===== config.mk =====
export PLATFORM = sky130hd
export DESIGN_NAME = gpio_pad_bank
export DESIGN_NICKNAME = d
export VERILOG_FILES = /design/src/rtl/gpio_pad_bank.sv
export SDC_FILE = /design/constraint.sdc
export NUM_CORES = 1
export LEC_CHECK = 0
export CAP_MARGIN = 30
export CORE_MARGIN = 2
export CORE_UTILIZATION = 45
export CTS_CLUSTER_SIZE = 28
export DETAILED_ROUTE_END_ITERATION = 10
export PLACE_DENSITY = 0.69
export SLEW_MARGIN = 5
export SYNTH_ARGS = -nofsm -noshare
export SYNTH_HDL_FRONTEND = slang
export SYNTH_SLANG_ARGS = --single-unit

===== constraint.sdc =====
create_clock -name clk -period 12.1 [get_ports clk]
set_input_delay 2.42 -clock clk [delete_from_list [all_inputs] [get_ports clk]]
set_output_delay 2.42 -clock clk [all_outputs]
set_load 0.01 [all_outputs]

===== src/rtl/gpio_pad_bank.sv =====
// GPIO pad bank: register bus, per-pin input synchroniser, optional glitch filter,
// edge-detect interrupts with W1C status. Define GPIO_GLITCH_FILTER_EN to build the filter.
module gpio_pad_bank #(
  parameter int N_PINS      = 32,
  parameter int SYNC_STAGES = 2,
  parameter int FILT_CNT_W  = 4
) (
  input  logic              clk,
  input  logic              reset,
  input  logic [2:0]        reg_addr,
  input  logic              reg_we,
  input  logic              reg_re,
  input  logic [31:0]       reg_wdata,
  output logic [31:0]       reg_rdata,
  input  logic [N_PINS-1:0] pad_c,
  output logic [N_PINS-1:0] pad_i,
  output logic [N_PINS-1:0] pad_oen,
  output logic              irq_o
);

  typedef enum logic [2:0] {
    ADDR_OUT        = 3'd0,
    ADDR_DIR        = 3'd1,
    ADDR_IN         = 3'd2,
    ADDR_IRQ_EN     = 3'd3,
    ADDR_IRQ_RISE   = 3'd4,
    ADDR_IRQ_BOTH   = 3'd5,
    ADDR_IRQ_STATUS = 3'd6,
    ADDR_FILTER     = 3'd7
  } addr_e;

  localparam int               ARM_CYCLES = SYNC_STAGES + 2;
  localparam int               ARM_W      = $clog2(ARM_CYCLES + 1);
  localparam logic [ARM_W-1:0] ARM_DONE   = ARM_W'(ARM_CYCLES);

  addr_e             addr;
  logic [N_PINS-1:0] wdata;
  logic [N_PINS-1:0] out_q, dir_q, en_q, rise_q, both_q, status_q;
  logic [N_PINS-1:0] sync_q [SYNC_STAGES];
  logic [N_PINS-1:0] sync, filt, prev_q;
  logic [N_PINS-1:0] rise, fall, hit_sel, hit, w1c;
  logic [ARM_W-1:0]  arm_cnt;
  logic              armed;
  logic [31:0]       filter_rd;
  logic [31:0]       rd_mux;

  assign addr  = addr_e'(reg_addr);
  assign wdata = reg_wdata[N_PINS-1:0];

  // Control registers; IN and IRQ_STATUS are not plain storage and live elsewhere.
  always_ff @(posedge clk or posedge reset) begin
    if (reset) begin
      out_q  <= '0;
      dir_q  <= '0;
      en_q   <= '0;
      rise_q <= '0;
      both_q <= '0;
    end else if (reg_we) begin
      // NOTE: non-blocking so every flop samples pre-edge values whatever the block order.
      case (addr)
        ADDR_OUT:      out_q  <= wdata;
        ADDR_DIR:      dir_q  <= wdata;
        ADDR_IRQ_EN:   en_q   <= wdata;
        ADDR_IRQ_RISE: rise_q <= wdata;
        ADDR_IRQ_BOTH: both_q <= wdata;
        default: ;
      endcase
    end
  end

  assign pad_i   = out_q;
  assign pad_oen = ~dir_q;

  always_ff @(posedge clk or posedge reset) begin
    if (reset) begin
      // NOTE: every synchroniser stage is reset so IN reads 0 straight out of reset.
      for (int s = 0; s < SYNC_STAGES; s++) sync_q[s] <= '0;
    end else begin
      sync_q[0] <= pad_c;
      for (int s = 1; s < SYNC_STAGES; s++) sync_q[s] <= sync_q[s-1];
    end
  end

  assign sync = sync_q[SYNC_STAGES-1];

`ifdef GPIO_GLITCH_FILTER_EN
  logic [FILT_CNT_W-1:0] thr_q;
  logic [FILT_CNT_W-1:0] cnt_q [N_PINS];
  logic [N_PINS-1:0]     filt_q;

  always_ff @(posedge clk or posedge reset) begin
    if (reset) begin
      thr_q <= '0;
    end else if (reg_we && addr == ADDR_FILTER) begin
      thr_q <= reg_wdata[FILT_CNT_W-1:0];
    end
  end

  // A pin's filtered value follows sync only after T+1 consecutive disagreeing cycles.
  always_ff @(posedge clk or posedge reset) begin
    if (reset) begin
      filt_q <= '0;
      for (int p = 0; p < N_PINS; p++) cnt_q[p] <= '0;
    end else begin
      for (int p = 0; p < N_PINS; p++) begin
        if (sync[p] == filt_q[p]) begin
          cnt_q[p] <= '0;
        end else if (cnt_q[p] == thr_q) begin
          filt_q[p] <= sync[p];
          cnt_q[p]  <= '0;
        end else begin
          cnt_q[p] <= cnt_q[p] + FILT_CNT_W'(1);
        end
      end
    end
  end

  assign filt      = filt_q;
  assign filter_rd = 32'(thr_q);
`else
  assign filt      = sync;
  assign filter_rd = 32'({FILT_CNT_W{1'b0}});
`endif

  // Edges are ignored until the synchroniser and filter have flushed their reset values.
  always_ff @(posedge clk or posedge reset) begin
    if (reset) begin
      arm_cnt <= '0;
      prev_q  <= '0;
    end else begin
      prev_q <= filt;
      if (arm_cnt != ARM_DONE) arm_cnt <= arm_cnt + ARM_W'(1);
    end
  end

  assign armed   = (arm_cnt == ARM_DONE);
  assign rise    = filt & ~prev_q;
  assign fall    = ~filt & prev_q;
  assign hit_sel = (both_q & (rise | fall)) | (~both_q & ((rise_q & rise) | (~rise_q & fall)));
  assign hit     = armed ? hit_sel : '0;
  assign w1c     = (reg_we && addr == ADDR_IRQ_STATUS) ? wdata : '0;

  // A new hit in the same cycle as its clear keeps the bit set.
  always_ff @(posedge clk or posedge reset) begin
    if (reset) status_q <= '0;
    else       status_q <= (status_q & ~w1c) | hit;
  end

  assign irq_o = |(status_q & en_q);

  always_comb begin
    // NOTE: default assigned first so no path leaves rd_mux unassigned (no latch).
    rd_mux = '0;
    case (addr)
      ADDR_OUT:        rd_mux = 32'(out_q);
      ADDR_DIR:        rd_mux = 32'(dir_q);
      ADDR_IN:         rd_mux = 32'(filt);
      ADDR_IRQ_EN:     rd_mux = 32'(en_q);
      ADDR_IRQ_RISE:   rd_mux = 32'(rise_q);
      ADDR_IRQ_BOTH:   rd_mux = 32'(both_q);
      ADDR_IRQ_STATUS: rd_mux = 32'(status_q);
      ADDR_FILTER:     rd_mux = filter_rd;
      default: ;
    endcase
  end

  always_ff @(posedge clk or posedge reset) begin
    if (reset)       reg_rdata <= '0;
    else if (reg_re) reg_rdata <= rd_mux;
  end

endmodule


---- After elaboration in Yosys (flattened, before gate mapping) ----
Cells that the tools add are included.
storage, ports and cells
  output and inout bits ................... 97
  flip-flop bits (word level) ............. 323
  word-level logic and storage cells ...... 50
  bits of input ports ..................... 71
operators by class
  reduce and logical (&&, ||, !) cells .... 8
  equal/unequal tests ..................... 9
  muxes and demuxes ....................... 3
  add/subtract/negate cells ............... 1
  bitwise operators ....................... 18
operators by type and width
  kind                   number
  $and A32 B32 Y32       8
  $pmux W32 S8           1
  $not A32 Y32           6
  $or A32 B32 Y32        4
  $mux W32               2
  $reduce_or A32 Y1      1
  $eq A3 B3 Y1 const B   5
  $reduce_and A2 Y1      5
  $eq A3 B2 Y1 const B   2
  $add A3 B1 Y3 const B  1
  $eq A3 B1 Y1 const B   1
  $logic_not A3 Y1       1
  $ne A3 B3 Y1 const B   1
  $logic_and A1 B1 Y1    1

---- Depth between registers and ports, before layout ----
Gate-level depths: netlist (run 1).
  depth after elaboration ................. 8
  depth in mapped cells ................... 7
  mapped depth without buffers ............ 6

---- Worst setup path before layout (run 1) ----
OpenSTA, ideal clock, no wires.
  kind .................................... input-to-reg
  start ................................... input port reg_addr[1]
  end ..................................... register both_q[0]
  arrival ................................. 3.590 ns
  setup time .............................. 0.125 ns
  stages on the path ...................... 6
  path buffers ............................ 3
  required time ........................... 11.975 ns
  setup slack ............................. 8.385 ns
  cell sequence ........................... buf_2 > nand2b_1 > or2_1 > buf_6 > buf_6 > mux2_4
on the way
  word-level cells in the longest chain between the ends .. 2
RTL lines
  element                             line  source
  start: declaration                  10    input logic [2:0] reg_addr,
  $eq A3 B3 Y1                        60    case (addr)
  $reduce_and A2 Y1 (no source line)  --
  end signal: assignment              65    ADDR_IRQ_BOTH: both_q <= wdata;
  end: declaration                    38    logic [N_PINS-1:0] out_q, dir_q, en_q, rise_q, both_q, status_q;
No other way between the ends.
A chain may end at the register's enable or synchronous reset.

---- Worst setup path in the final report (run 1) ----
  start ................................... input port reg_addr[1]
  end ..................................... register both_q[29]
The elaborated chain is that of the path after synthesis.

==> impl_results.md, run 1 <==
* Outcome: complete, no violations
* Sink of the worst hold path: filt[20]
* Tmin final at 5.07 ns
* Yosys reg bits at ~320
* Critical Path Sink Type: flop
* Worst VDD drop at approximately 0.0001 V
* Dominant cell type by area after synthesis: dfrtp_1
* Worst setup margin at ~7 ns
* Vias in the first global route at 10500
* Power Dens Cells at around 170 nW/um2
* Die Height at approximately 180 um
* Reg2Reg Setup Slack at 10.11 ns
* Placed cells at 1800
* Share of flip-flops with an asynchronous set or reset at 1.00
* Post-DR wirelength/cell at 20.7 um
* Top sig layer: met4
* First-pass GRT wire length at ~61000 um
* Post_cts resized at 0
* Reg-to-Reg End: arm_cnt[1]
* DIE AREA at 34000 um2
* Critical Path RT at 12.50 ns
* Ant. Diodes at 0
* Grt ovf at 0
* LEAKAGE at around 8.0 nW
* Final setup fails at 0
* I/O Buffers at 167
* Synthesized area per cell at between 10 and 15 um2
* Top FF cell, synth: dfrtp_1
* Dpl hpwl at 25200 um
* Rows at 66
* Mapped Cells at 1241
* Filler instances at 2670
* Synth top area cells: dfrtp_1 (55%), ha_1 (5.6%), mux2_2 (5.5%)
* Layout cell share with drive strength beyond 1 at 0.134
* WS Path Type: in -> reg
* Routed Antenna Nets at 0
* Fmax at 197 MHz
* RR Startpoint: arm_cnt[0]
* Clock root buffer: clkbuf_16
* Worst Tran Pin Value at 0.999 ns
* Pin count of the biggest net entering global routing at 129
* Worst-Skew Late Latency at 0.52 ns
* GRT Total Usage at 0.232
* Relative slew slack at 0.333
* Final Skew at 0.0173 ns
* Seq/Total Area, Yosys at 0.551
* Final instance count without filler cells at around 1900
* Initial core utilization at 0.454
* Unrepaired setup endpoints after global routing: false
* Setup TNS Final at 0 ns
* Drt drc at 0
* Nets@finish at 1534
* CTS tree: done
* Max cap viols at 0
* 1st-iter DRT viols at 835
* Critical path startpoint category: input port
* Hold Buf Count CTS at 0
* WHS Path Cells at 0
* Hold Path Origin: sync_q[52]
* EDFF count, synth at 0
* Sink Count at between 300 and 400
* CTS Buf Count at 36
* Share of the synthesized area in the top cell type at 0.551
* Antenna violations before repair at 0
* Max clock buf depth at 3
* Most frequent cell after synthesis: dfrtp_1
* Metal3 WL at 2180 um
* P&R area growth vs syn at 22.7%
* WL final at ~39000 um
* Class of the worst hold path: reg -> reg
* Reg2Reg Depth at 4
* Reg clk slew, reported paths at around 0.060 ns
* Die Width at 185 um
* Synth top cells by count: dfrtp_1 (323), inv_1 (107), nand2_1 (87)
* Post-CTS setup buffers at 0
* CP Max Fanout at 72
* Critical path arrival at 5.47 ns
* Met2 wire length at 18100 um
* Drt pass-1 iters at 5
* Final Hold Viols at 0
* DR vias/cell at 5.54
* Vias post-DR at roughly 10000
* Fin. max-slew vios at 0
* Synth Net Count at ~1400
* Fin util at 0.557
* Final GP Congestion at ~0.84
* IO Pins at 168
* Netlist Area Pre-Place at 14700 um2
* Core ar. at 32300 um2
* M1 WL at 17400 um
* Final period utilization at 0.419
* Total power at approximately 0.0031 W
* Distinct cells, synth at 45
* DP Worst Slack at 6.59 ns
* Max H-tree Level at 2
* Yosys warnings at 0
[cells by family after synthesis]
logic type                 synth area share
AOI/OAI and AO/OA                     0.138
xor gates and xnor gates           0.000597
adders and majority gates            0.0563
buffers and inverters                0.0509
DFF                                   0.551
muxes                                 0.135
and+or+nand+nor                      0.0685
[where the power goes]
group          internal [W]  total (W)  switching (W)  leakage, nW
Clock              0.000729    0.00116       0.000435        0.633
Sequential          0.00124    0.00138       0.000146         3.74
Combinational      0.000308   0.000557       0.000249         3.67
[per-stage QoR]
stage	area, um2	hold WS (ns)
3_5_place_dp	16700	0.335
5_1_grt	18000	0.353
3_3_place_gp	16700	0.334
6_report	18000	0.346
2_1_floorplan	14700	0.331
4_1_cts	18000	0.348
[final cells by class]
| type | count | area, um2 | area share |
|---|---|---|---|
| sequential | 323 | 8080 | 0.449 |
| inverter | 108 | 413 | 0.0230 |
| clock buffer | 52 | 1080 | 0.0602 |
| timing repair buffer | 183 | 1810 | 0.101 |
| multi-input combinational | 745 | 5850 | 0.325 |
| clock inverter | 13 | 200 | 0.0111 |
| tap | 442 | 553 | 0.0307 |
[routing by layer]
layer | up-vias | GRT usage
li1 | 4714 | -
met5 | - | 0
met4 | 0 | 0.0701
met3 | 65 | 0.0366
met1 | 5230 | 0.321
met2 | 332 | 0.377
[placed cells by master, fill, tap and decap left out, types with 8 or more instances in the layout]
master / netlist / final
o2bb2ai_1: 8 / 8
dfrtp_1: 323 / 323
buf_4: 5 / 15
mux2_4: 30 / 30
a22oi_1: 17 / 17
o21ai_0: 30 / 30
clkbuf_16: 0 / 37
mux2_2: 72 / 72
a211oi_1: 37 / 37
nand2_1: 87 / 87
clkbuf_8: 0 / 10
inv_1: 107 / 106
a221oi_1: 24 / 24
mux2_1: 33 / 33
o22ai_1: 32 / 32
mux2i_1: 32 / 32
nor2_1: 47 / 46
o21ai_1: 32 / 32
a21oi_1: 53 / 53
nor2b_1: 54 / 54
ha_1: 66 / 66
clkdlybuf4s50_1: 0 / 163
a22o_1: 43 / 43
[worst max path at each step]
stage               slack, ns  depth (start not counted)    endpoint         from
global placement         6.64                          6  both_q[29]  reg_addr[1]
finish                   7.03                          6  both_q[29]  reg_addr[1]
CTS                      7.09                          6  both_q[29]  reg_addr[1]
global route             6.96                          6  both_q[29]  reg_addr[1]
detailed placement       6.59                          6  both_q[29]  reg_addr[1]
floorplan                0.74                          1  arm_cnt[0]        reset
[worst max-delay path, cell delays in order]
cell and delay [ns]:
buf_2 0.09, buf_4 0.70, nand2b_1 0.68, or2_2 0.74, buf_4 0.40, mux2_2 0.37
(Power assumes the default switching activity.)
==> run 2, diff against run 1 <==
clock period = 4.4 ns   (was 12.1 ns; I/O delays follow)
==> run 2 against run 1 <==
Against the previous run:
- sequential power grew to 2.8 times the previous value
- non-clock buffer count up 11
- clock skew decreased by 0.0033 ns
- final area grew 0.42%
- first-iteration DRC count shrank 3.0%
- largest power group unchanged
==> impl_results.md, run 2 (synthesis gave the netlist of run 1 again) <==
* Outcome: complete, no violations
* Fmax at 295 MHz
* Grt ovf at 0
* WHS Path Cells at 0
* Final GP Congestion at 0.824
* Dpl hpwl at 26500 um
* Fin. max-slew vios at 0
* Sw Pwr at 0.00230 W
* Sink of the worst hold path: filt[22]
* Max cap viols at 0
* IO Pins at 168
* Reg2Reg Depth at 4
* Routed Antenna Nets at 0
* Post_cts resized at 0
* Comb pwr share at 0.186
* Most frequent cells in the layout: dfrtp_1 (323), clkdlybuf4s50_1 (163), inv_1 (106)
* Reg clk slew, reported paths at about 0.060 ns
* Switching Fraction at 0.275
* Reg2Reg Setup Slack at 2.50 ns
* Max H-tree Level at 2
* Worst VDD drop at 0.000285 V
* Power Dens Cells at 463 nW/um2
* RR Startpoint: arm_cnt[0]
* Int Pwr at 0.00606 W
* LEAKAGE at 8.08 nW
* Drt drc at 0
* Seq pwr share at 0.454
* Die Width at 185 um
* Layout cell share with drive strength beyond 1 at 0.140
* Worst-Skew Late Latency at roughly 0.52 ns
* Initial core utilization at 0.454
* Clock share of power at 0.360
* Vias in the first global route at 10700
* Placed cells at 1812
* Final Skew at between 0.01 and 0.015 ns
* P&R area growth vs syn at 23.2%
* Critical Path RT at around 3.5 ns
* WL final at 39100 um
* Critical Path Sink Type: output pin
* Pin count of the biggest net entering global routing at 74
* Reg-to-Reg End: arm_cnt[1]
* Final instance count without filler cells at 1877
* Hold Buf Count CTS at 0
* Hold Path Origin: sync_q[54]
* Drt pass-1 iters at 7
* Antenna violations before repair at 1
* Post-CTS setup buffers at 0
* Max clock buf depth at 3
* Unrepaired setup endpoints after global routing: false
* Setup TNS Final at 0 ns
* Final period utilization at 0.770
* Sink Count at 323
* DIE AREA at approximately 34000 um2
* Final Hold Viols at 0
* Placed cell area at 16900 um2
* Post-DR wirelength/cell at between 20 and 25 um
* DP Worst Slack at between 1 and 1.5 ns
* Relative slew slack at 0.367
* Critical path arrival at around 2.5 ns
* CTS tree: done
* Nets@finish at 1545
* Beginning of the critical path: status_q[19]
* Rows at 66
* Worst Tran Pin Value at about 0.95 ns
* I/O Buffers at roughly 170
* WS Path Type: reg -> out
* Die Height at 185 um
* CTS Buf Count at 36
* CP Max Fanout at 3
* GRT Total Usage at 0.237
* Vias post-DR at 10400
* DR vias/cell at 5.56
* 1st-iter DRT viols at 810
* Critical path startpoint category: flop
* Class of the worst hold path: reg -> reg
* Most common cell after layout, fill and taps aside: dfrtp_1
* Tmin final at 3.39 ns
* First-pass GRT wire length at 61800 um
* Clock root buffer: clkbuf_16
* Final setup fails at 0
* Cell area after layout at roughly 18000 um2
* Worst setup margin at 1.01 ns
* Core ar. at 32300 um2
==> run 2: cell count changes in the layout (fill, tap and decap cells not counted), sizes merged <==
cell and change:
diode +2, clkinvlp +2, inv -1, buf +10, bufinv -4, clkbuf +2
==> run 2: routing by layer <==
metal  share of wire  global-route usage  vias to the layer above
met4           0.026              0.0682                        0
li1                -                   -                     4715
met5               0                   0                        -
met2            0.47               0.382                      366
met1            0.44               0.325                     5286
met3           0.062              0.0458                       75
==> run 2: critical path: stages, from the launching register on <==
cell and delay [ns]:
dfrtp_1 0.43, a22oi_1 0.27, nand4_1 0.17, or4_1 0.60, clkdlybuf4s50_1 0.52
==> run 2: metrics by stage <==
stage	hold slack, ns	total power, W	util
2_1_floorplan	0.331	0.00461	-
3_3_place_gp	0.334	0.00534	0.521
3_5_place_dp	0.336	0.00539	0.522
4_1_cts	0.348	0.00841	0.559
5_1_grt	0.353	0.00873	0.559
6_report	0.345	0.00836	0.560
==> run 2: worst max-delay path by stage <==
| stage | endpoint | slack, ns | depth (start not counted) |
|---|---|---|---|
| global route | irq_o | 0.91 | 4 |
| global placement | en_q[24] | 1.27 | 6 |
| finish | irq_o | 1.01 | 4 |
| floorplan | arm_cnt[0] | -0.79 | 1 |
| detailed placement | en_q[19] | 1.26 | 6 |
| CTS | irq_o | 0.98 | 4 |
==> run 2: power by group through the flow <==
stage,combinational [W],clock [W],sequential [W]
final,0.00156,0.00301,0.00380
after global routing,0.00170,0.00318,0.00385
after CTS,0.00157,0.00305,0.00379
after detailed placement,0.00155,0,0.00384
after global placement,0.00151,0,0.00383
after floorplan,0.000848,0,0.00376
==> run 2: area by class of cell <==
cell class	count	area, um2
sequential	323	8080
timing repair buffer	194	1980
multi-input combinational	745	5850
inverter	108	409
antenna	2	5.00
tap	442	553
clock buffer	53	1110
clock inverter	10	87.6
fill	2699	14200
==> run 3, diff against run 2 <==
clock period = 2.75 ns   (was 4.4 ns; I/O delays follow)
==> run 3 against run 2 <==
Against the previous run:
- clock-buffer cell count decreased by 6
- sequential share of layout area decreased by 0.46 points
- total power increased by 61%
- core utilization increased by 0.59 points
- worst hold slack got worse by 0.0057 ns
- combinational power increased by 65%
- flip-flop and latch count unchanged
- sequential power increased by 59%
- final area increased by 1.0%
- via count increased by 1.3%
- clock skew increased by 0.0019 ns
- largest cell class unchanged
- highest routed layer unchanged
==> impl_results.md, run 3 (synthesis gave the netlist of run 1 again) <==
* Rows at 66
* Power Dens Cells at approximately 740 nW/um2
* Clock root buffer: clkbuf_16
* Fmax at 373 MHz
* Placed cells at 1828
* Pin count of the biggest net entering global routing at 84
* DR vias/cell at 5.60
* Vias in the first global route at about 11000
* Layout cell share with drive strength beyond 1 at 0.152
* Class of the worst hold path: in -> async
* Routed Antenna Nets at 0
* Drt drc at 0
* Core ar. at about 32000 um2
* Hold Buf Count CTS at 0
* WL final at 39500 um
* Placed cell area at 17000 um2
* CTS tree: done
* Antenna violations before repair at 0
* Grt ovf at 0
* Nets@finish at ~1600
* Max clock buf depth at 3
* Worst-Skew Late Latency at 0.54 ns
* Worst Tran Pin Value at about 0.55 ns
* Reg clk slew, reported paths at 0.06 ns
* Die Width at 185 um
* CTS Buf Count at 36
* Final instance count without filler cells at 1890
* First-pass GRT wire length at just over 60000 um
* Sink Count at between 300 and 400
* Most common cell after layout, fill and taps aside: dfrtp_1
* Unrepaired setup endpoints after global routing: false
* Max cap viols at 0
* Relative slew slack at 0.631
* LEAKAGE at around 8.2 nW
* Final setup fails at 0
* Reg2Reg Setup Slack at 1.17 ns
* Post-DR wirelength/cell at 20.9 um
* Hold_ws at roughly 0.34 ns
* Cell breakdown of the critical path: a22oi_2, nand4_1, or4_4, clkdlybuf4s15_1
* Worst VDD drop at 0.000504 V
* Cell area after layout at 18300 um2
* Total power at 0.0134 W
* Ant. Diodes at 0
* Max H-tree Level at 2
* P&R area growth vs syn at 24.5%
* Vias post-DR at 10600
* 1st-iter DRT viols at 837
* Dpl hpwl at 27200 um
* Die Height at 185 um
* Critical path startpoint category: flop
* Reg2Reg Depth at 5
* Crit path max-delay cell type: or4_4
* Final period utilization at 0.975
* GRT Total Usage at 0.237
* Drt pass-1 iters at 5
* Most frequent cells in the layout: dfrtp_1 (323), clkdlybuf4s50_1 (162), inv_1 (106)
* Critical Path Sink Type: output pin
* WS Path Type: reg -> out
* Initial core utilization at 0.454
* Final GP Congestion at between 0.8 and 0.9
* Tmin final at 2.68 ns
* Fin. max-slew vios at 0
* Final Skew at 0.0158 ns
* Max incr delay on CP at 0.57 ns
* CP Max Fanout at 3
* I/O Buffers at 167
* Final Hold Viols at 0
* IO Pins at 168
* DIE AREA at 34000 um2
* Critical Path RT at 2.20 ns
* Critical path arrival at 2.13 ns
* Outcome: complete, no violations
[run 3: cell types whose count changed in the layout (fill, tap and decap cells not counted), sizes merged]
cell,previous run,this run
clkinv,6,10
clkdlybuf4s15,0,1
buf,30,47
clkdlybuf4s50,163,162
inv,108,106
clkbuf,54,48
bufinv,1,3
diode,2,0
[run 3: where the power goes]
part / switching [W] / internal, W / total [W]
clock: 0.00197 / 0.00286 / 0.00483
combinational: 0.00117 / 0.00140 / 0.00257
sequential: 0.000589 / 0.00545 / 0.00604
[run 3: routing by layer]
layer | up-vias | GRT usage | wire (um)
li1 | 4757 | - | -
met1 | 5340 | 0.331 | 17400
met2 | 405 | 0.376 | 18300
met3 | 79 | 0.0423 | 2720
met4 | 0 | 0.0717 | 1080
met5 | - | 0.00148 | 0
[run 3: path summary, 6_finish.rpt]
path                              start             to
max                        status_q[13]          irq_o
min                               reset  reg_rdata[29]
max reg2reg                  arm_cnt[0]   status_q[30]
min reg2reg                  sync_q[63]       filt[31]
max in group asynchronous         reset  reg_rdata[15]
min in group clk             sync_q[63]       filt[31]
[run 3: final cells by class]
| class | instances | area, um2 |
|---|---|---|
| clock buffers | 47 | 1000 |
| multi-input cells | 745 | 5870 |
| clock inverters | 14 | 188 |
| inverters | 108 | 409 |
| repair buffers | 211 | 2150 |
| well taps | 442 | 553 |
| flip-flops and latches | 323 | 8080 |
| fillers | 2657 | 14000 |
[run 3: critical path: cells and delay by family (launching register included)]
| kind | cells | cell delay, ns |
|---|---|---|
| compound gates | 1 | 0.24 |
| buf+inv | 1 | 0.25 |
| flops | 1 | 0.42 |
| simple gates | 2 | 0.70 |
[run 3: through the flow]
| stage | worst slack [ns] | setup TNS (ns) | util |
|---|---|---|---|
| global route | 0.0132 | 0 | 0.565 |
| finish | 0.0700 | 0 | 0.565 |
| CTS | 0.0472 | 0 | 0.565 |
| detailed placement | 0.224 | 0 | 0.527 |
| global placement | 0.253 | 0 | 0.527 |
| floorplan | -2.11 | -681.13 | - |
[run 3: what timing repair did]
item                                    CTS  global route
pin swaps                                 2             1
resized for setup                         8             0
setup buffers                             1             0
endpoints found under the setup margin    1             1
==> patch, RTL diff (flow settings as in run 2) <==
Build with the macro `GPIO_GLITCH_FILTER_EN` defined.
--- a/src/rtl/gpio_pad_bank.sv
+++ b/src/rtl/gpio_pad_bank.sv
@@ -1,5 +1,7 @@
 // GPIO pad bank: register bus, per-pin input synchroniser, optional glitch filter,
 // edge-detect interrupts with W1C status. Define GPIO_GLITCH_FILTER_EN to build the filter.
+`define GPIO_GLITCH_FILTER_EN
+
 module gpio_pad_bank #(
   parameter int N_PINS      = 32,
   parameter int SYNC_STAGES = 2,
Function: changed (Yosys sat finds a counterexample within 4 cycles, from zero or initial values and one cycle with reset high).
==> patch against run 2 <==
Sequential cell count up 164. Global-route usage down 1.0 points. Synthesized area up 54%. Clock power up 51%. Critical path type unchanged. Routed wire length up 48%. Power up 82%. Sequential share of layout area up 0.65 points. Worst setup slack worse by 150 ps. Clock skew down 1.7 ps. Non-clock buffer count up 5. Design area up 49%. Worst hold slack better by 0.82 ps.
==> patch: results (changes against run 2) <==
* Total clock network power at 4.56 mW (was 3.01 mW)
* Gr usage total at 22.6% (was 23.7%)
* Filler cells at 4260 (was 2699)
* Worst-Skew Late Latency at 610 ps (was 520 ps)
* Seq pwr share at 44.4% (was 45.4%)
* Worst Tran Pin Value at 937 ps (was 950 ps)
* Nets@finish at 2282 (was 1545)
* Synth area leaders: dfrtp_1, xor2_1, mux2_2, ha_1, xnor2_1 (was dfrtp_1, ha_1, mux2_2, mux2_4, inv_1)
* Top cells by instance count after synthesis: dfrtp_1, xor2_1, inv_1, nand2_1, nor2_1 (was dfrtp_1, inv_1, nand2_1)
* Syn_nets at 2110 (was 1378)
* Hpwl dp at 39700 um (was 26500 um)
* Met3 WL at 3240 um (was 2420 um)
* Final wirelength at 58000 um (was 39100 um)
* Placed Area at 25100 um^2 (was 16900 um^2)
* Global routing usage on met3 at 3.62% (was 4.58%)
* Post-Route M1 WL at 25900 um (was 17200 um)
* CTS H-tree lvls at 2 (unchanged)
* Post-Syn Area per Cell at 11.7 um^2 (was 11.8 um^2)
* CTS Sinks at 487 (was 323)
* # diodes at 0 (was 2)
* Drt first pass iters at 5 (was 7)
* Initial DRC Count at 1031 (was 810)
* Outcome: completed (unchanged)
* Top FF cell, synth: dfrtp_1 (unchanged)
* Largest net degree at the start of global routing at 104 (was 74)
* Fin Clk Skew at 12.2 ps (was 14.0 ps)
* Port-buffer cells at 167 (unchanged)
* Share of layout cells above drive strength 1 at 12.0% (was 14.0%)
* Met2 Use GR at 35.9% (was 38.2%)
* Via count at 15382 (was 10442)
* Pre-CTS setup slack at 1140 ps (was 1260 ps)
* Register area share after synthesis at 53.9% (was 55.1%)
* Leak at 12.1 nW (was 8.08 nW)
* Met2 wire length at 26800 um (was 18500 um)
* Vias in the first global route at 16209 (was 10730)
* CTS buffer count at 51 (was 36)
* CP startpoint kind: flop (unchanged)
* CP arrival at 2660 ps (was 2510 ps)
* Switch share at 33.1% (was 27.5%)
* Final GP Congestion at 0.842 (was 0.824)
* Top sig layer: met4 (unchanged)
* Max IR drop VDD at 333 uV (was 285 uV)
* First-pass GRT wire length at 92300 um (was 61800 um)
* Met1 Use GR at 31.3% (was 32.5%)
==> patch: kinds of logic (layout without fill, tap and decap cells) <==
family | after synthesis | after routing | share of synthesized area, %
AND/OR/NAND/NOR | 429 | 429 | 8.86
adder cells (fa/ha/maj) | 98 | 98 | 5.42
AO/OA/AOI/OAI | 274 | 274 | 8.24
XOR/XNOR | 225 | 225 | 8.71
buffers and inverters | 212 | 426 | 3.98
multiplexers | 216 | 216 | 10.9
flip-flops | 487 | 487 | 53.9
==> patch: layout make-up <==
cell class,count,area (um^2),area share [%]
Clock inverter,25,324,1.21
Clock buffer,70,1450,5.39
Tap cell,672,841,3.13
Multi-Input combinational cell,1242,9560,35.6
Inverter,132,499,1.86
Timing Repair Buffer,199,2000,7.44
Sequential cell,487,12200,45.4
==> patch: final timing paths <==
| kind | from | endpoint | slack (ps) | cells after the start |
|---|---|---|---|---|
| hold reg to reg | sync_q[59] | sync[27] | 350 | 0 |
| setup reg to reg | thr_q[1] | cnt_q[74] | 1960 | 5 |
| min in group asynchronous | reset | cnt_q[39] | 720 | 2 |
| setup / recovery | status_q[12] | irq_o | 860 | 4 |
| max in group asynchronous | reset | reg_rdata[18] | 2630 | 3 |
| hold / removal | sync_q[59] | sync[27] | 350 | 0 |
==> patch: worst max-delay path, stage by stage, from the launching register on <==
cell	delay (ps)
dfrtp_1	420
a22oi_1	310
nand4_1	170
or4_1	630
clkdlybuf4s50_1	530
==> patch: through the flow <==
stage | std cells | power (mW)
6_report | 2827 | 15.2
5_1_grt | 2827 | 16.2
4_1_cts | 2826 | 15.3
3_5_place_dp | 2731 | 10.7
3_3_place_gp | 2731 | 10.5
2_1_floorplan | 1941 | 9.14
